### src/rtl/mux_nway_pipe.sv
// N-channel registered selector with valid/ready handshakes.
// Fixed-select or round-robin grant feeds a single output register.
module mux_nway_pipe #(
  parameter  int WIDTH    = 5,
  parameter  int CHANNELS = 4,
  localparam int SEL_W    = $clog2(CHANNELS)
) (
  input  logic                      clk,
  input  logic                      rst_n,
  input  logic                      mode,
  input  logic [SEL_W-1:0]          sel,
  input  logic [CHANNELS*WIDTH-1:0] in_data,
  input  logic [CHANNELS-1:0]       in_valid,
  output logic [CHANNELS-1:0]       in_ready,
  output logic [WIDTH-1:0]          out_data,
  output logic [SEL_W-1:0]          out_chan,
  output logic                      out_valid,
  input  logic                      out_ready
);

  logic [WIDTH-1:0]    r_data_p1;
  logic [SEL_W-1:0]    r_chan_p1;
  logic                r_vld_p1;
  logic [SEL_W-1:0]    r_rr_ptr;

  logic                w_load_en;
  logic                w_grant_vld;
  logic [SEL_W-1:0]    w_grant;
  logic [SEL_W-1:0]    w_rr_next;
  logic [WIDTH-1:0]    w_sel_data;
  logic [CHANNELS-1:0] w_in_ready;
  logic                w_xfer;

  assign w_load_en = rst_n && (!r_vld_p1 || out_ready);

  // Round-robin scan runs from the far end back toward rr_ptr so the
  // nearest valid channel is the last (winning) assignment.
  always_comb begin
    int sel_i;
    int idx;
    logic [SEL_W-1:0] w_idx;
    sel_i       = int'(sel);
    idx         = 0;
    w_idx       = '0;
    w_grant_vld = 1'b0;
    w_grant     = '0;
    if (!mode) begin
      if (sel_i < CHANNELS) begin
        if (in_valid[sel]) begin
          w_grant_vld = 1'b1;
          w_grant     = sel;
        end
      end
    end else begin
      for (int k = CHANNELS-1; k >= 0; k--) begin
        idx = int'(r_rr_ptr) + k;
        if (idx >= CHANNELS) idx = idx - CHANNELS;
        w_idx = SEL_W'(idx);
        if (in_valid[w_idx]) begin
          w_grant_vld = 1'b1;
          w_grant     = w_idx;
        end
      end
    end
  end

  always_comb begin
    w_in_ready = '0;
    if (w_load_en && w_grant_vld) w_in_ready[w_grant] = 1'b1;
  end

  // Data mux uses constant slices only; in_data reaches nothing but the register.
  always_comb begin
    w_sel_data = '0;
    for (int c = 0; c < CHANNELS; c++) begin
      if (SEL_W'(c) == w_grant) w_sel_data = in_data[c*WIDTH +: WIDTH];
    end
  end

  always_comb begin
    if (int'(w_grant) == CHANNELS-1) w_rr_next = '0;
    else                             w_rr_next = w_grant + 1'b1;
  end

  assign w_xfer = w_load_en && w_grant_vld;

  // Stage p1: output register and round-robin pointer
  always_ff @(posedge clk or negedge rst_n) begin
    if (!rst_n) begin
      r_data_p1 <= '0;
      r_chan_p1 <= '0;
      r_vld_p1  <= 1'b0;
      r_rr_ptr  <= '0;
    end else begin
      if (w_xfer) begin
        r_data_p1 <= w_sel_data;
        r_chan_p1 <= w_grant;
        r_vld_p1  <= 1'b1;
        if (mode) r_rr_ptr <= w_rr_next;
      end else if (r_vld_p1 && out_ready) begin
        r_vld_p1 <= 1'b0;
      end
    end
  end

  assign in_ready  = w_in_ready;
  assign out_data  = r_data_p1;
  assign out_chan  = r_chan_p1;
  assign out_valid = r_vld_p1;

endmodule

### config.mk
export PLATFORM = sky130hd
export DESIGN_NAME = mux_nway_pipe
export DESIGN_NICKNAME = d
export VERILOG_FILES = /design/src/rtl/mux_nway_pipe.sv
export SDC_FILE = /design/constraint.sdc
export NUM_CORES = 1
export LEC_CHECK = 0
export CAP_MARGIN = 20
export CELL_PAD_IN_SITES_DETAIL_PLACEMENT = 0
export CELL_PAD_IN_SITES_GLOBAL_PLACEMENT = 1
export CORE_AREA = 2 2 56 58
export CTS_CLUSTER_SIZE = 16
export DETAILED_ROUTE_END_ITERATION = 10
export DIE_AREA = 0 0 58 60
export GPL_TIMING_DRIVEN = 0
export PLACE_DENSITY_LB_ADDON = 0.1
export SKIP_LAST_GASP = 1
export SLEW_MARGIN = 20
export SYNTH_ARGS = -nofsm -noshare
export SYNTH_HDL_FRONTEND = slang
export SYNTH_SLANG_ARGS = --single-unit
### constraint.sdc
create_clock -name clk -period 5.96 [get_ports clk]
set_input_delay 1.192 -clock clk [delete_from_list [all_inputs] [get_ports clk]]
set_output_delay 1.192 -clock clk [all_outputs]
set_load 0.1 [all_outputs]
==> out/summary.txt <==
number of diodes: 0
initial antenna violation count: 0
maximum buffer depth of the clock tree: 2
Routed Antenna Nets: 0
kind of critical path: in -> out
clock buffer count from CTS: 3
number of synthesized flops with an enable pin: 0
Die Y: 60 µm
Reg2Reg Depth: 9
Seq/Total Area, Yosys: 29.4%
top cells by area, synth: dfrtp_1 29%, mux2_4 8.8%, ha_1 5.9%
top_reg_cell synth: dfrtp_1
Congestion Overflow GR: 0
Final Hold Vio Count: 0
area grow syn2layout: 55.7%
most frequent cell after synthesis: nand2_1
core area: 2900 µm²
number of remaining DRC errors: 0
Slew headroom: 34.3%
Synth Net Count: 124
Hold Path Sink: out_data[2]
Clk Tree Root Cell: clkbuf_4
Multi-input gate area: 558 µm²
die width: 58 µm
first-pass GRT wire length: 3.66 mm
commonest cells in the netlist: 13 x nand2_1, 10 x dfrtp_1, 6 x inv_1, 6 x nor2b_1, 6 x o31ai_1
wire per inst: 13.0 µm
max_cap viols: 0
Hold Path Class: reg -> reg
Vias/cell: 4.96
Post-synth ARST share: 100%
layout net count: 170
share of the synthesized area in the top cell type: 29.4%
largest net degree at the start of global routing: 12
WL final: 2.17 mm
leading area contributor after synthesis: dfrtp_1
CTS clk-pin slew, worst paths: 60 ps
DP HPWL: 1.81 mm
WP data required: 4770 ps
GR Util All Layers: 13.3%
worst flop-to-flop path startpoint: r_rr_ptr[1]
Clock Sinks: 10
I/O pin count: 42
register area: 250 µm²
Setup Viol. Count Final: 0
syn avg cell area: 9.45 µm²
Synth Register Bits: 10
fraction of final layout cells sized beyond drive strength 1: 16.4%
reg2reg end: out_data[2]
fill cell count: 297
TNS Setup: 0 ps
pwr dens: 382 nW/µm²
crit-path max FO: 10
full die area: 3480 µm²
crit share post-route: 95.8%
pins over their slew limit: 0
Final Core Density: 45.6%
cts repair resizes: 0
unrepaired setup endpoints after global routing: no
postcts setup bufs: 0
# hold bufs at CTS: 0
Pleak: 0.550 nW
Initial Utilization: 29.3%
post-synthesis instance total: 90
Final Skew: 1.90 ps
GPL Wtd Cong: 0.754
vias in the first global route: 854
port buffer count: 41
r2r setup slk: 3280 ps
vias: 828
Hold Startpoint: out_data[2]
Yosys cell types: 34
Syn. warnings: 0
VDD IR max: 0.276 mV
Setup crit end kind: output pin
Worst-Skew Late Latency: 250 ps
Tmin final: 5710 ps
Tightest Pin Transition: 982 ps
Fmax: 0.175 GHz
nature of the critical path startpoint: primary input
run status: completed
Post-Syn Area: 851 µm²
initial drt markers: 14
Cell Rows: 20
Pre-antenna DRT Iters: 4
CTS tree: done
CTS H-tree depth: 1
hold path depth: 1
CP arrival: 4520 ps
==> worst max path at each step <==
stage / cells past startpoint / endpoint / slack (ps) / from
6_report: 8 / in_ready[3] / 250 / in_valid[3]
5_1_grt: 8 / in_ready[3] / 90 / in_valid[3]
4_1_cts: 8 / in_ready[3] / 250 / in_valid[3]
3_5_place_dp: 8 / in_ready[3] / 270 / in_valid[3]
3_3_place_gp: 8 / in_ready[3] / 280 / in_valid[3]
2_1_floorplan: 6 / in_ready[3] / 2030 / in_valid[2]
==> critical path, cell delays in order <==
cell and delay, ps:
clkdlybuf4s50_1 610, nand3b_1 150, nand2_1 70, o32ai_1 630, ha_1 320, clkbuf_2 240, and2_2 180, clkdlybuf4s50_1 1120
==> placed cells by master, fill, tap and decap left out, types with 2 or more instances in the layout <==
cell | synthesis | layout
a21oi_1 | 2 | 2
a221oi_1 | 5 | 5
and2_2 | 4 | 4
clkbuf_4 | 0 | 3
clkdlybuf4s50_1 | 0 | 41
dfrtp_1 | 10 | 10
ha_1 | 4 | 4
inv_1 | 6 | 6
mux2_2 | 2 | 2
mux2_4 | 5 | 5
mux2i_1 | 2 | 2
nand2_1 | 13 | 13
nor2_1 | 2 | 2
nor2b_1 | 6 | 6
o21ai_0 | 3 | 3
o31ai_1 | 6 | 6
==> kinds of logic after synthesis <==
family	Yosys count	share of synthesized area [%]
compound gates	23	20.6
buf+inv	9	5.00
fa+ha+maj	4	5.88
simple gates	34	22.7
mux	10	16.5
flops	10	29.4
==> layout make-up <==
class	instances	share of cell area [%]
multi-input combinational	71	42.1
buffer	3	1.51
clock buffer	3	1.70
sequential	10	18.9
timing repair buffer	41	31.0
inverter	6	1.70
tap	33	3.12
==> sequential cells by signal (all words and copies together) (netlist names) <==
| register | count |
|---|---|
| out_chan | 2 |
| r_rr_ptr | 2 |
| out_data | 5 |
| out_valid | 1 |
==> routing by layer <==
layer / wire [µm] / up-vias / track usage (%) / part of all wire (%)
met1: 1040 / 383 / 18.1 / 48
met3: 142 / 0 / 2.38 / 6.5
met4: 0 / 0 / 1.99 / 0
met2: 990 / 27 / 22.6 / 46
li1: - / 418 / - / -
met5: 0 / - / 0 / 0
==> power breakdown <==
| group | leakage [nW] | switching [mW] | total, mW | internal [mW] |
|---|---|---|---|---|
| sequential | 0.122 | 0.0190 | 0.112 | 0.0931 |
| clock | 0.0138 | 0.0184 | 0.0414 | 0.0231 |
| combinational | 0.414 | 0.237 | 0.352 | 0.115 |
| total | 0.550 | 0.274 | 0.506 | 0.231 |
==> stage by stage <==
stage	setup slack [ps]	power, mW	cells	instance area (µm²)	hold slack, ps
finish	252	0.506	167	1330	511
detailed placement	272	0.468	164	1300	497
global route	87.0	0.537	167	1330	539
global placement	278	0.465	164	1300	499
floorplan	2030	0.374	90	851	491
CTS	251	0.510	167	1330	510
Note: power is estimated with default switching activity, not from simulation.
